$ cat config.mk
export PLATFORM = sky130hd
export DESIGN_NAME = audio_dc_mixer
export DESIGN_NICKNAME = d
export VERILOG_FILES = /design/src/rtl/audio_pkg.sv /design/src/rtl/sample_fifo.sv /design/src/rtl/audio_dc_mixer.sv
export SDC_FILE = /design/constraint.sdc
export NUM_CORES = 1
export LEC_CHECK = 0
export CAP_MARGIN = 20
export CELL_PAD_IN_SITES_DETAIL_PLACEMENT = 0
export CELL_PAD_IN_SITES_GLOBAL_PLACEMENT = 1
export CORE_MARGIN = 2
export CORE_UTILIZATION = 34
export CTS_BUF_LIST = sky130_fd_sc_hd__clkbuf_8
export CTS_CLUSTER_DIAMETER = 120
export DETAILED_ROUTE_END_ITERATION = 8
export GPL_TIMING_DRIVEN = 0
export PLACE_DENSITY_LB_ADDON = 0.1
export RECOVER_POWER = 25
export SYNTH_ARGS = -nofsm -noshare
export SYNTH_HDL_FRONTEND = slang
export SYNTH_SLANG_ARGS = --single-unit
$ cat constraint.sdc
create_clock -name clk -period 4.25 [get_ports clk]
set_input_delay 0.85 -clock clk [delete_from_list [all_inputs] [get_ports clk]]
set_output_delay 0.85 -clock clk [all_outputs]
set_load 0.02 [all_outputs]
$ cat src/rtl/audio_pkg.sv
// Shared widths, sample type and conversion/saturation helpers for the
// audio DC-removal mixer.
package audio_pkg;
   localparam int IN_W_DEF     = 16;
   localparam int OUT_W_DEF    = 16;
   localparam int DC_SHIFT_DEF = 10;

   typedef logic signed [OUT_W_DEF-1:0] sample_t;

   typedef struct packed {
      logic    clipped;
      sample_t sample;
   } sat_res_t;

   // Offset-binary to two's complement: flipping the MSB recentres midscale on zero.
   function automatic logic signed [IN_W_DEF-1:0] u2s(input logic [IN_W_DEF-1:0] u);
      return {~u[IN_W_DEF-1], u[IN_W_DEF-2:0]};
   endfunction

   // The value fits when every bit above the output sign bit matches the sign.
   function automatic sat_res_t sat_to_out(input logic signed [IN_W_DEF:0] v);
      sat_res_t res;
      res.clipped = 1'b0;
      res.sample  = v[OUT_W_DEF-1:0];
      if (v[IN_W_DEF:OUT_W_DEF-1] != {(IN_W_DEF-OUT_W_DEF+2){v[IN_W_DEF]}}) begin
         res.clipped = 1'b1;
         res.sample  = v[IN_W_DEF] ? {1'b1, {(OUT_W_DEF-1){1'b0}}}
                                   : {1'b0, {(OUT_W_DEF-1){1'b1}}};
      end
      return res;
   endfunction
endpackage

$ cat src/rtl/sample_fifo.sv
// Show-ahead FIFO: the head word is visible on dout whenever the FIFO is
// non-empty, and reads zero when empty.
module sample_fifo #(
   parameter int  DEPTH = 4,
   parameter int  W     = 16,
   localparam int AW    = $clog2(DEPTH)
) (
   input  logic         clk,
   input  logic         rst_n,
   input  logic         push,
   input  logic         pop,
   input  logic [W-1:0] din,
   output logic [W-1:0] dout,
   output logic         full,
   output logic         empty,
   output logic [AW:0]  level
);
   logic [W-1:0]  mem_q [DEPTH];
   logic [AW-1:0] wr_ptr_q, wr_ptr_d;
   logic [AW-1:0] rd_ptr_q, rd_ptr_d;
   logic [AW:0]   level_q, level_d;
   logic          do_push, do_pop;

   assign empty = (level_q == '0);
   assign full  = (level_q == (AW+1)'(DEPTH));
   assign level = level_q;
   assign dout  = empty ? '0 : mem_q[rd_ptr_q];

   always_comb begin
      do_pop   = pop & ~empty;
      // A full FIFO still accepts a push when the head leaves in the same cycle.
      do_push  = push & (~full | do_pop);
      wr_ptr_d = wr_ptr_q + AW'(do_push);
      rd_ptr_d = rd_ptr_q + AW'(do_pop);
      level_d  = level_q + (AW+1)'(do_push) - (AW+1)'(do_pop);
   end

   always_ff @(posedge clk or negedge rst_n) begin
      if (!rst_n) begin
         wr_ptr_q <= '0;
         rd_ptr_q <= '0;
         level_q  <= '0;
      end else begin
         wr_ptr_q <= wr_ptr_d;
         rd_ptr_q <= rd_ptr_d;
         level_q  <= level_d;
      end
   end

   always_ff @(posedge clk) begin
      if (do_push) mem_q[wr_ptr_q] <= din;
   end
endmodule

$ cat src/rtl/audio_dc_mixer.sv
// Per-sample DC removal, shift attenuation, mute and saturation of the sound
// block output, buffered as duplicated-mono stereo toward the audio sink.
module audio_dc_mixer
   import audio_pkg::*;
#(
   parameter int  IN_W       = IN_W_DEF,
   parameter int  OUT_W      = OUT_W_DEF,
   parameter int  DC_SHIFT   = DC_SHIFT_DEF,
   parameter int  FIFO_DEPTH = 4,
   localparam int LVL_W      = $clog2(FIFO_DEPTH) + 1
) (
   input  logic                    clk,
   input  logic                    rst,
   input  logic                    clk_48KHz_en,
   input  logic [IN_W-1:0]         audio_in,
   input  logic                    mute,
   input  logic [2:0]              volume,
   output logic                    out_valid,
   input  logic                    out_ready,
   output logic signed [OUT_W-1:0] out_l,
   output logic signed [OUT_W-1:0] out_r,
   output logic [LVL_W-1:0]        fifo_level,
   output logic [7:0]              drop_cnt,
   output logic [7:0]              sat_cnt
);
   localparam int ACC_W = IN_W + DC_SHIFT + 1;

   logic                    v0_q, v0_d, v1_q, v1_d, v2_q, v2_d;
   logic signed [IN_W-1:0]  x_q, x_d;
   logic signed [ACC_W-1:0] acc_q, acc_d;
   logic signed [IN_W:0]    y_q, y_d;
   sample_t                 s_q, s_d;
   logic [7:0]              sat_cnt_q, sat_cnt_d;
   logic [7:0]              drop_cnt_q, drop_cnt_d;
   logic signed [ACC_W-1:0] est, diff;
   logic signed [IN_W:0]    v;
   sat_res_t                sat;
   logic                    fifo_full, fifo_empty, pop;
   sample_t                 head;

   // Handshake: a sample transfers on every clk where out_valid and out_ready
   // are both 1; out_valid never depends on out_ready, and out_ready is
   // ignored while out_valid is 0.
   assign out_valid  = ~fifo_empty;
   assign pop        = out_valid & out_ready;
   assign out_l      = head;
   assign out_r      = head;
   assign drop_cnt   = drop_cnt_q;
   assign sat_cnt    = sat_cnt_q;

   always_comb begin
      x_d  = clk_48KHz_en ? u2s(audio_in) : x_q;
      v0_d = clk_48KHz_en;

      // One-pole high-pass: acc tracks the input scaled by 2^DC_SHIFT.
      est   = acc_q >>> DC_SHIFT;
      diff  = {{(ACC_W-IN_W){x_q[IN_W-1]}}, x_q} - est;
      acc_d = v0_q ? acc_q + diff : acc_q;
      y_d   = v0_q ? diff[IN_W:0] : y_q;
      v1_d  = v0_q;

      v         = y_q >>> volume;
      sat       = sat_to_out(v);
      s_d       = s_q;
      sat_cnt_d = sat_cnt_q;
      if (v1_q) begin
         s_d = mute ? '0 : sat.sample;
         if (!mute && sat.clipped && sat_cnt_q != 8'hFF) sat_cnt_d = sat_cnt_q + 8'd1;
      end
      v2_d = v1_q;

      drop_cnt_d = drop_cnt_q;
      if (v2_q && fifo_full && !pop && drop_cnt_q != 8'hFF) drop_cnt_d = drop_cnt_q + 8'd1;
   end

   always_ff @(posedge clk or negedge rst) begin
      if (!rst) begin
         v0_q       <= 1'b0;
         v1_q       <= 1'b0;
         v2_q       <= 1'b0;
         x_q        <= '0;
         acc_q      <= '0;
         y_q        <= '0;
         s_q        <= '0;
         sat_cnt_q  <= '0;
         drop_cnt_q <= '0;
      end else begin
         v0_q       <= v0_d;
         v1_q       <= v1_d;
         v2_q       <= v2_d;
         x_q        <= x_d;
         acc_q      <= acc_d;
         y_q        <= y_d;
         s_q        <= s_d;
         sat_cnt_q  <= sat_cnt_d;
         drop_cnt_q <= drop_cnt_d;
      end
   end

   sample_fifo #(
      .DEPTH (FIFO_DEPTH),
      .W     (OUT_W)
   ) u_fifo (
      .clk   (clk),
      .rst_n (rst),
      .push  (v2_q),
      .pop   (pop),
      .din   (s_q),
      .dout  (head),
      .full  (fifo_full),
      .empty (fifo_empty),
      .level (fifo_level)
   );
endmodule

# [After elaboration in Yosys (flattened, before gate mapping)]
# Memory sizes are Yosys's and may differ from the RTL's.
# Index checks and enable logic that the tools add are counted.
[totals] regBits=102 ram_bits=64 input_bits=24 output_inout_bits=52 elab_cells=48 n_memories=1
[classes] addsub=8 eq_ne=4 shifts=1 mux=6 n_bitwise=7 reduce_logical=9
[memory_table] name="u_fifo.mem_q" depth=4 word_bits=16 read_ports=1 rd_clocked_by_memory_dff=0 write_ports=1 line="sample_fifo.sv:18" source="logic [W-1:0] mem_q [DEPTH];"
[ops] op="$mux 16" count=3
[ops] op="$add 27x18->27" count=1
[ops] op="$sub 16x17->18" count=1
[ops] op="$mux 17" count=1
[ops] op="$sshr 17x3->17" count=1
[ops] op="$add 8x1->8 const B" count=2
[ops] op="$ne 8x8->1 const B" count=2
[ops] op="$logic_and 1x1->1" count=5
[ops] op="$add 2x1->2" count=2
[ops] op="$add 3x1->3" count=1
[ops] op="$and 1x1->1" count=3
[ops] op="$eq 3x3->1 const B" count=1
[ops] op="$logic_not 3->1" count=1
[ops] op="$not 1->1" count=3
[ops] op="$sub 3x1->3" count=1
[ops] op="$logic_not 1->1" count=2
[ops] op="$mux 1" count=2
[ops] op="$reduce_and 2->1" count=1
[ops] op="$ne 1x1->1" count=1
[ops] op="$or 1x1->1" count=1

# [Depth between registers and ports, before layout]
[logic_depth] word_depth=8 ltp_mapped=18 ltp_nobuf=18

# [By module]
# From an unflattened synthesis, not the netlist that was laid out.
[unflattened] hier_cells=782 hier_area_um2=9389.0
[modules_own_cells] module="audio_dc_mixer" instances=1 cells_each=650 area_per_inst_um2=6472.5 seq_area_each_um2=2377.3
[modules_own_cells] module="sample_fifo" instances=1 cells_each=132 area_per_inst_um2=2916.5 seq_area_each_um2=2097.0

# [Least setup slack after synthesis]
# No wires, ideal clock.
[synth_timing] path_kind="register -> register" start="register acc_q[14]" end="register acc_q[23]" setup_ns=0.132 t_arrival_ns=3.529 required_ns=4.118 path_slack_ns=0.590 path_stages_with_launch=17 n_path_buf=0 period_less_slack_ns=3.660 path_cell_list="dfrtp_1 -> inv_1 -> ha_1 -> a21o_1 -> a21oi_1 -> nand4_1 -> a2111oi_0 -> o21bai_1 -> nand2b_1 -> and2_1 -> ha_1 -> and3_1 -> a31oi_1 -> o21ai_2 -> a211oi_2 -> nor3_1 -> or3b_1"
[synth_between] elab_chain_len=2
[synth_rtl] element="start: declaration" line="audio_dc_mixer.sv:30" source="logic signed [ACC_W-1:0] acc_q, acc_d;"
[synth_rtl] element="start signal: assignment" line="audio_dc_mixer.sv:82" source="acc_q <= '0;"
[synth_rtl] element="start signal: assignment" line="audio_dc_mixer.sv:92" source="acc_q <= acc_d;"
[synth_rtl] element="$sub 16x17->18" line="audio_dc_mixer.sv:57" source="diff = {{(ACC_W-IN_W){x_q[IN_W-1]}}, x_q} - est;"
[synth_rtl] element="net diff[14]" line="audio_dc_mixer.sv:35" source="logic signed [ACC_W-1:0] est, diff;"
[synth_rtl] element="$add 27x18->27" line="audio_dc_mixer.sv:58" source="acc_d = v0_q ? acc_q + diff : acc_q;"
# The timed path passes the listed nets, and every way through them passes these cells.
# A chain may end at the register's enable or synchronous reset.

# [Worst setup path after layout]
[layout_timing] start="register acc_q[10]" end="register acc_q[23]"
# Same word-level chain as after synthesis.

==> results.json <==
{
  "grt_max_degree": 71,
  "ys_seq_area_frac": 0.4836,
  "skew_ns": 0.02238,
  "crit_path_end_kind": "flop",
  "vias": 6424,
  "port_buffers": 74,
  "die_y_um": 169.0,
  "critPathTopFamily": "compound AO/OA/AOI/OAI gates",
  "firstDrtPassIters": 4,
  "crit_chain": "ha_2 -> fa_2 -> nor2b_2 -> o2111ai_2 -> nand4_1 -> a211oi_1 -> o31ai_1 -> xor2_1 -> ha_2 -> a21o_1 -> a31o_2 -> a211oi_2 -> nor3_1 -> or3b_1",
  "hold_class": "reg2reg",
  "cp.required_ns": 4.61,
  "slew_headroom": -0.3760,
  "max_freq_mhz": 245.5,
  "drc_errors": 0,
  "top_level_ports": 76,
  "core_um2": 26800,
  "fp.dieW_um": 169.0,
  "cts.reportedPaths.clkPinSlew_ns": 0.11,
  "drt_wl_total_mm": 21.79,
  "synthTopCellsByArea": "dfrtp_1 (28%), edfxtp_1 (21%), ha_1 (6.8%)",
  "num_antenna_cells": 0,
  "root_buffer": "clkbuf_8",
  "insertion_delay_ns": 0.47,
  "area_delta_synth_final_pct": 20.53,
  "nets": 987,
  "ys.flop_type": "dfrtp_1",
  "start_util": 0.3452,
  "fin_crit_ns": 4.073,
  "timing.final.hold_violations": 0,
  "worst_pin_slew_ns": 2.064,
  "yosys_warnings": 0,
  "start_kind": "flop",
  "grt_pass1_vias": 6490,
  "synth_top_area_share": 0.2759,
  "crit_path_max_incr_delay_ns": 0.43,
  "final_cells": 1264,
  "fp.dieArea_um2": 28550,
  "crit_top_cell": "ha_2",
  "setup_viol": 0,
  "slew_violations": 33,
  "place.gp.congestion": 0.8712,
  "crit_path_max_fanout": 8,
  "synth.distinct_cells": 62,
  "ant_nets": 0,
  "maxCapViolCount": 1,
  "syn_nets": 883,
  "synth.avg_cell_area_um2": 11.48,
  "synth-seq-cells": 166,
  "critical_path_buf_inv_count": 0,
  "syn-cell-area_um2": 9251,
  "worstReg2RegStart": "acc_q[10]",
  "cp-startpoint": "acc_q[10]",
  "finalCritPeriodShare": 0.9583,
  "design_area_um2": 11150,
  "dp_slack_ns": -0.4026,
  "via_per_inst": 5.082,
  "rows": 60,
  "grt_usage": 0.1577,
  "drtIter0Drc": 300,
  "drive_above_1_share": 0.1874,
  "cts_tree": "built",
  "crit_slowest_cell": "ha_2",
  "cts_sinks": 166,
  "dpl.hpwl_mm": 16.72,
  "status": "finished with violations",
  "synthArstFlopShare": 0.6145,
  "synth-edff-count": 64,
  "grt_overflow": 0,
  "clockBufferDepth": 2,
  "place_inst": 1225,
  "wl_per_cell_um": 17.24,
  "violations": "max-capacitance violations, max-slew violations",
  "htree_levels": 4,
  "grt_antenna_before_repair": 0,
  "cts_buffers": 17,
  "grt_pass1_wl_mm": 35.18,
  "crit_type": "reg2reg",
  "fin_util": 0.4161,
  "synthCells": 806,
  "arrival_ns": 4.43,
  "worst_slack_ns": 0.1773,
  "hold_path.startpoint": "v1_q",
  "yosysTopAreaCell": "dfrtp_1",
  "dpl_cell_area_um2": 10490
}
==> stage by stage <==
stage	TNS (ns)	hold slack (ns)
6_report	0	0.3822
5_1_grt	-0.05853	0.4025
4_1_cts	0	0.3303
3_5_place_dp	-2.141	0.3620
3_3_place_gp	-181.83	0.3673
2_1_floorplan	0	0.3519
==> Yosys cell counts (4+ instances only) <==
library cell / instances
nand3_1: 6
edfxtp_1: 64
buf_4: 16
nor2_1: 40
a211oi_1: 6
nand2_1: 46
o22ai_1: 27
ha_1: 50
dfrtp_1: 102
and3_1: 6
nor3_1: 6
mux2i_1: 16
o31ai_1: 4
a211o_1: 5
o211ai_1: 9
buf_1: 4
xnor2_1: 32
nand2b_1: 7
a21o_1: 18
clkbuf_1: 25
inv_1: 60
nor2b_1: 25
nand4_1: 13
o21ai_0: 20
a31oi_1: 8
mux4_2: 22
a21oi_1: 47
xor2_1: 21
o21ai_1: 4
mux2_2: 41
o21bai_1: 6
o21a_1: 9
==> flip-flops by register name, summed over array words and instances (netlist names), 3 cells and up <==
signal and flops:
sat_cnt 8, acc_q 27, u_fifo.mem_q 64, s_q 16
y_q 17, x_q 16, drop_cnt 8, u_fifo.level 3
==> area by class of cell <==
type	count	area, um2
multi-input cells	533	4508
fillers	2537	15650
repair buffers	88	874.6
flip-flops and latches	166	4476
clock inverters	15	180.2
clock buffers	17	234.0
inverters	61	229.0
plain buffers	43	222.7
well taps	341	426.7
==> cell usage in the layout (no fill, tap or decap), drive strengths merged, types with 40 or more instances in the layout <==
master / n
edfxtp: 64
clkbuf: 40
a21oi: 47
ha: 50
clkdlybuf4s50: 73
mux2: 42
inv: 66
nor2: 40
dfrtp: 102
nand2: 46
==> layer usage <==
metal | track usage | up-vias | part of all wire
li1 | - | 3149 | -
met1 | 0.1927 | 3153 | 0.44
met2 | 0.2880 | 96 | 0.52
met3 | 0.02549 | 26 | 0.023
met4 | 0.04235 | 0 | 0.020
met5 | 0 | - | 0
==> cells by family after synthesis <==
logic type / after synthesis / share of synthesized area
AOI/OAI and AO/OA: 184 / 0.1317
DFF: 166 / 0.4836
and+or+nand+nor: 163 / 0.08832
buffers and inverters: 107 / 0.05004
muxes: 80 / 0.1220
xor gates and xnor gates: 53 / 0.05018
adders and majority gates: 53 / 0.07411
==> worst paths after layout <==
check | to | slack [ns] | cells past startpoint
setup / recovery | acc_q[23] | 0.18 | 14
hold / removal | v2_q | 0.38 | 0
setup reg to reg | acc_q[23] | 0.18 | 14
hold reg to reg | v2_q | 0.38 | 0
max in group asynchronous | sat_cnt[0] | 2.08 | 1
min in group asynchronous | acc_q[8] | 0.95 | 1
==> repair_timing <==
action                     in CTS  in global routing
cloned                          0                  0
setup buffers                   0                 10
gates resized for setup        12                 29
hold endpoints to repair        0                  0
hold buffers                    0                  0
setup endpoints to repair      12                  8
pin swaps                       1                 15
Power is left out: the tool's default activity adds up to more than one toggle a clock period on the data nets, which glitch-free logic cannot reach.
